### config.mk
export PLATFORM = sky130hd
export DESIGN_NAME = ysyx_24110015_lsu
export DESIGN_NICKNAME = d
export VERILOG_FILES = /design/src/rtl/ysyx_24110015_lsu_pkg.sv /design/src/rtl/ysyx_24110015_lsu_align.sv /design/src/rtl/ysyx_24110015_lsu.sv
export SDC_FILE = /design/constraint.sdc
export NUM_CORES = 1
export LEC_CHECK = 0
export BUFFER_PORTS_ARGS = -buffer_cell sky130_fd_sc_hd__buf_4
export CORE_UTILIZATION = 45
export DETAILED_ROUTE_END_ITERATION = 16
export GPL_TIMING_DRIVEN = 0
export PLACE_DENSITY_LB_ADDON = 0.25
export SLEW_MARGIN = 30
export SYNTH_ARGS = -nofsm -noshare
export SYNTH_HDL_FRONTEND = slang
export SYNTH_SLANG_ARGS = --single-unit
### constraint.sdc
create_clock -name clk -period 8 [get_ports clk]
set_input_delay 0.4 -clock clk [delete_from_list [all_inputs] [get_ports clk]]
set_output_delay 0.4 -clock clk [all_outputs]
set_load 0.1 [all_outputs]
### src/rtl/ysyx_24110015_lsu_pkg.sv
// Shared definitions for the load/store unit: FSM state codes, access-size
// encodings and the memory response code.
package ysyx_24110015_lsu_pkg;

    typedef logic [1:0] lsu_state_t;

    localparam lsu_state_t ST_IDLE = 2'd0;
    localparam lsu_state_t ST_REQ  = 2'd1;
    localparam lsu_state_t ST_WAIT = 2'd2;
    localparam lsu_state_t ST_RESP = 2'd3;

    localparam logic [2:0] LS_B  = 3'b000;
    localparam logic [2:0] LS_H  = 3'b001;
    localparam logic [2:0] LS_W  = 3'b010;
    localparam logic [2:0] LS_BU = 3'b100;
    localparam logic [2:0] LS_HU = 3'b101;

    localparam logic [1:0] RESP_OKAY = 2'b00;

endpackage

### src/rtl/ysyx_24110015_lsu_align.sv
// Combinational lane logic: store data shift and strobes, misalignment/illegal
// size detection, and load byte/halfword extraction with extension.
module ysyx_24110015_lsu_align
    import ysyx_24110015_lsu_pkg::*;
(
    input  logic [2:0]  st_funct3,
    input  logic [1:0]  st_off,
    input  logic [31:0] st_data,
    output logic [31:0] st_wdata,
    output logic [3:0]  st_wstrb,
    output logic        st_bad,
    input  logic [2:0]  ld_funct3,
    input  logic [1:0]  ld_off,
    input  logic [31:0] ld_raw,
    output logic [31:0] ld_data
);

    logic [31:0] ld_shift;

    always_comb begin
        st_wdata = st_data << {st_off, 3'b000};
        st_wstrb = 4'b0000;
        st_bad   = 1'b1;
        case (st_funct3)
            LS_B, LS_BU: begin
                st_wstrb = 4'b0001 << st_off;
                st_bad   = 1'b0;
            end
            LS_H, LS_HU: begin
                st_wstrb = 4'b0011 << st_off;
                st_bad   = st_off[0];
            end
            LS_W: begin
                st_wstrb = 4'b1111;
                st_bad   = |st_off;
            end
            default: st_bad = 1'b1;
        endcase
    end

    always_comb begin
        ld_shift = ld_raw >> {ld_off, 3'b000};
        ld_data  = 32'h0;
        case (ld_funct3)
            LS_B:    ld_data = {{24{ld_shift[7]}}, ld_shift[7:0]};
            LS_H:    ld_data = {{16{ld_shift[15]}}, ld_shift[15:0]};
            LS_W:    ld_data = ld_raw;
            LS_BU:   ld_data = {24'h0, ld_shift[7:0]};
            LS_HU:   ld_data = {16'h0, ld_shift[15:0]};
            default: ld_data = 32'h0;
        endcase
    end

endmodule

### src/rtl/ysyx_24110015_lsu.sv
// Load/store unit: accepts one core request, issues a single-cycle SRAM request,
// waits for the response (with timeout) and returns the result to the core.
module ysyx_24110015_lsu
    import ysyx_24110015_lsu_pkg::*;
#(
    parameter int ADDR_WIDTH = 32,
    parameter int DATA_WIDTH = 32,
    parameter int TIMEOUT    = 255
) (
    input  logic                  clk,
    input  logic                  rst,
    input  logic                  req_valid,
    output logic                  req_ready,
    input  logic                  req_store,
    input  logic [2:0]            req_funct3,
    input  logic [ADDR_WIDTH-1:0] req_addr,
    input  logic [DATA_WIDTH-1:0] req_wdata,
    output logic                  resp_valid,
    input  logic                  resp_ready,
    output logic [DATA_WIDTH-1:0] resp_rdata,
    output logic                  resp_err,
    output logic [ADDR_WIDTH-1:0] araddr,
    output logic                  ren,
    input  logic [DATA_WIDTH-1:0] rdata,
    input  logic [1:0]            rresp,
    input  logic                  rvalid,
    output logic [ADDR_WIDTH-1:0] awaddr,
    output logic [DATA_WIDTH-1:0] wdata,
    output logic                  wen,
    output logic [3:0]            wstrb,
    input  logic [1:0]            bresp,
    input  logic                  bvalid
);

    localparam int         CW     = $clog2(TIMEOUT + 1);
    localparam logic [CW-1:0] TO_MAX = CW'(TIMEOUT);

    lsu_state_t  state;
    logic        store_q;
    logic [2:0]  funct3_q;
    logic [1:0]  off_q;
    logic [CW-1:0] cnt;

    logic [31:0] st_wdata;
    logic [3:0]  st_wstrb;
    logic        st_bad;
    logic [31:0] ld_data;
    logic        rsp_hit;
    logic [1:0]  rsp_code;

    ysyx_24110015_lsu_align u_align (
        .st_funct3 (req_funct3),
        .st_off    (req_addr[1:0]),
        .st_data   (req_wdata),
        .st_wdata  (st_wdata),
        .st_wstrb  (st_wstrb),
        .st_bad    (st_bad),
        .ld_funct3 (funct3_q),
        .ld_off    (off_q),
        .ld_raw    (rdata),
        .ld_data   (ld_data)
    );

    // Only the valid that matches the outstanding access type counts.
    assign rsp_hit    = store_q ? bvalid : rvalid;
    assign rsp_code   = store_q ? bresp : rresp;
    assign req_ready  = (state == ST_IDLE);
    assign resp_valid = (state == ST_RESP);

    always_ff @(posedge clk or posedge rst) begin
        if (rst) begin
            state      <= ST_IDLE;
            store_q    <= 1'b0;
            funct3_q   <= 3'b000;
            off_q      <= 2'b00;
            cnt        <= '0;
            ren        <= 1'b0;
            wen        <= 1'b0;
            araddr     <= '0;
            awaddr     <= '0;
            wdata      <= '0;
            wstrb      <= 4'b0000;
            resp_rdata <= '0;
            resp_err   <= 1'b0;
        end else begin
            case (state)
                ST_IDLE: begin
                    if (req_valid) begin
                        store_q  <= req_store;
                        funct3_q <= req_funct3;
                        off_q    <= req_addr[1:0];
                        cnt      <= '0;
                        if (st_bad) begin
                            resp_err   <= 1'b1;
                            resp_rdata <= '0;
                            state      <= ST_RESP;
                        end else begin
                            ren <= ~req_store;
                            wen <= req_store;
                            if (req_store) begin
                                awaddr <= {req_addr[ADDR_WIDTH-1:2], 2'b00};
                                wdata  <= st_wdata;
                                wstrb  <= st_wstrb;
                            end else begin
                                araddr <= {req_addr[ADDR_WIDTH-1:2], 2'b00};
                            end
                            state <= ST_REQ;
                        end
                    end
                end
                ST_REQ: begin
                    ren   <= 1'b0;
                    wen   <= 1'b0;
                    state <= ST_WAIT;
                end
                ST_WAIT: begin
                    // A response arriving on the last allowed cycle still wins.
                    if (rsp_hit) begin
                        resp_err   <= (rsp_code != RESP_OKAY);
                        resp_rdata <= store_q ? '0 : ld_data;
                        state      <= ST_RESP;
                    end else if (cnt == TO_MAX) begin
                        resp_err   <= 1'b1;
                        resp_rdata <= '0;
                        state      <= ST_RESP;
                    end else begin
                        cnt <= cnt + CW'(1);
                    end
                end
                ST_RESP: begin
                    if (resp_ready) state <= ST_IDLE;
                end
                default: state <= ST_IDLE;
            endcase
        end
    end

endmodule

==> impl_metrics.py <==
metrics = {
    "die": {
        "fp-row-count": 45,
        "dieArea_um2": 16600,
        "die_w_um": 129,
        "die_h_um": 129,
        "initial_utilization_pct": 46.9,
        "coreArea_um2": 15400,
        "pin_count": 247,
    },
    "final_layout": {
        "drive_gt1_share_pct": 44.8,
        "n_antenna_cell": 0,
        "fill_cells": 1260,
        "multi_input_area_um2": 3300,
        "finalNetCount": 999,
        "regArea_um2": 3680,
        "area_delta_synth_final_pct": 37.2,
    },
    "global_routing": {
        "antenna_found_initial": 0,
        "grt_usage_pct": 24.1,
        "grt_pass1_vias": 5889,
        "grt_remaining_overflow": 0,
        "grt_pass1_wl_mm": 30.6,
        "grt_max_degree": 76,
    },
    "timing": {
        "relSlewSlack_pct": 33.0,
        "timing.final.ws_setup_ns": 5.57,
        "hold_violations": 0,
        "finalClockSkew_ns": 0.00686,
        "rsz0062_at_grt": "false",
        "final.period_utilization_pct": 30.4,
        "period_needed_ns": 2.43,
        "finalSetupViolations": 0,
        "finalSetupTns_ns": 0,
        "fmax_ghz": 0.412,
        "slew_violations": 0,
        "worst_pin_slew_ns": 1.00,
    },
    "drt": {
        "num_vias": 5956,
        "antenna_left": 0,
        "first_iter_violations": 309,
        "drt_first_pass_iters": 5,
        "wl_mm": 19.6,
        "route.detailed.drc": 0,
        "wl_per_cell_um": 17.7,
        "viasPerCell": 5.38,
    },
    "place": {
        "routabilityCongestion": 0.805,
        "hpwl_mm": 14.5,
        "portBuffers": 241,
        "pre_cts_ws_ns": 5.55,
    },
    "worst_setup_path": {
        "critPathLaunchType": "register",
        "r2r_start": "state[0]$_DFFE_PP0P_",
        "worstPathArrival_ns": 2.74,
        "ff2ff_setup_slack_ns": 5.57,
        "worst_ep_required_time_ns": 8.31,
        "r2r-end": "awaddr[14]$_DFFE_PP0P_",
        "cp_max_fo": 10,
        "end_kind": "register",
        "critical_path_class": "register to register",
        "reg2reg_depth": 8,
    },
    "hold_path": {
        "min_path_type": "primary input to asynchronous set/reset pin",
    },
    "run_status": {
        "status": "finished clean",
    },
    "cts": {
        "cts-htree-levels": 4,
        "path_clk_slew_ns": 0.06,
        "cts-root-buf": "clkbuf_16",
        "clock-sinks": 147,
        "numCtsBuffers": 17,
        "postCtsSetupRepairBufs": 0,
        "cts_tree": "done",
        "cts_hold_buf": 0,
        "cts_resized": 0,
        "clock_latency_ns": 0.43,
        "clk_path_buf_depth": 2,
    },
    "logic_synthesis": {
        "netlist-cell-type-count": 47,
        "synth-seq-cells": 147,
        "syn_avg_cell_area_um2": 11.7,
        "ys_seq_area_share_pct": 50.8,
        "ys_warn_count": 0,
        "syn_inst": 620,
        "synthesis.area_um2": 7240,
    },
    "flow_run": {
        "max_cap_violations": 0,
    },
}
-- worst max-delay path by stage --
stage	start	to	slack [ns]	cells after the start
2_1_floorplan	rst	araddr[10]$_DFFE_PP0P_	3.65	1
3_5_place_dp	state[0]$_DFFE_PP0P_	awaddr[15]$_DFFE_PP0P_	5.55	8
6_report	state[0]$_DFFE_PP0P_	awaddr[14]$_DFFE_PP0P_	5.57	8
4_1_cts	state[0]$_DFFE_PP0P_	awaddr[14]$_DFFE_PP0P_	5.54	8
3_3_place_gp	rst	wdata[6]$_DFFE_PP0P_	1.85	2
5_1_grt	state[0]$_DFFE_PP0P_	resp_rdata[9]$_DFFE_PP0P_	5.35	7
-- stage by stage --
stage | utilization, % | cells | hold WS [ns] | instance area, µm²
global placement | 60.4 | 1075 | 0.463 | 9320
floorplan | - | 623 | 0.510 | 7250
CTS | 64.4 | 1108 | 0.0418 | 9930
global route | 64.4 | 1108 | 0.0487 | 9930
finish | 64.4 | 1108 | 0.00957 | 9930
detailed placement | 60.7 | 1076 | 0.470 | 9360
-- state kept, by name, indices dropped and copies added, names as in the netlist, 2 cells and up --
register / count
araddr: 30
awaddr: 30
cnt: 8
funct3_q: 3
off_q: 2
resp_rdata: 32
state: 2
wdata: 32
wstrb: 4
-- critical path, cell delays in order (launching register included) --
cell	delay (ns)
dfrtp_1	0.37
inv_1	0.09
ha_1	0.26
buf_2	0.21
and3_1	0.18
o21ai_1	0.19
buf_2	0.32
buf_2	0.31
mux2_2	0.38
-- cells in the final DEF, fill, tap and decap left out, drive strengths merged, types with 7 or more instances in the layout --
master / netlist / final
a211oi: 10 / 10
a21oi: 24 / 24
a222oi: 7 / 7
a22o: 26 / 26
a31oi: 7 / 7
buf: 30 / 272
clkbuf: 19 / 36
dfrtp: 147 / 147
inv: 7 / 13
mux2: 86 / 86
mux2i: 28 / 28
mux4: 7 / 7
nand2: 69 / 69
nand3: 21 / 21
nor2: 20 / 20
nor2b: 20 / 20
o21ai: 34 / 34
o2bb2ai: 7 / 7
o31ai: 9 / 9
-- Yosys cell counts, drive strengths merged --
library cell	n	share of area (%)
a22o	26	3.1
mux4	7	2.2
o32ai	1	0.22
or3	1	0.16
a21oi	24	1.7
or2	2	0.17
inv	7	0.36
clkbuf	19	0.99
nor2b	20	1.7
mux2i	28	3.9
nor3b	4	0.48
o31ai	9	0.93
nand2	69	3.6
a22oi	3	0.45
nor4	1	0.29
dfrtp	147	51
o211ai	1	0.10
a31oi	7	0.60
o31a	2	0.24
a21boi	2	0.21
a31o	1	0.12
o21ai	34	2.4
nor4b	1	0.12
a21o	1	0.10
a32oi	1	0.12
ha	5	0.86
nand3	21	1.5
nor3	1	0.069
a222oi	7	0.97
buf	30	2.4
nand2b	6	0.52
conb	1	0.052
a211oi	10	1.0
and3	3	0.26
nand4	2	0.17
a2111oi	2	0.24
o2bb2ai	7	0.85
nor2	20	1.0
mux2	86	15
nor4bb	1	0.14
-- routing by layer --
metal,vias to the layer above,global-route usage [%],wire length (µm),share of wire [%]
met5,-,0,0,0
met4,0,8.44,362,1.8
met3,30,6.94,1440,7.3
met2,211,37.8,9150,47
met1,2934,32.1,8660,44
li1,2781,-,-,-
-- layout make-up --
class                      count  share of cell area, %
timing repair buffer         242                   18.5
tap                          211                   2.66
buffer                        49                   2.46
multi-input combinational    420                   33.2
inverter                       7                  0.340
clock inverter                15                   1.50
sequential                   147                   37.0
clock buffer                  17                   4.28
-- cell families (layout without fill, tap and decap cells) --
kind of cell	after synthesis	in the layout	share of synthesized area (%)
simple gates	152	152	10.2
mux	121	121	21.0
other cells	1	4	0.0518
fa+ha+maj	5	5	0.864
buf+inv	56	330	3.73
compound gates	138	138	13.4
flops	147	147	50.8
Power is left out: the tool's default activity adds up to more than one toggle a clock period on the data nets, which glitch-free logic cannot reach.
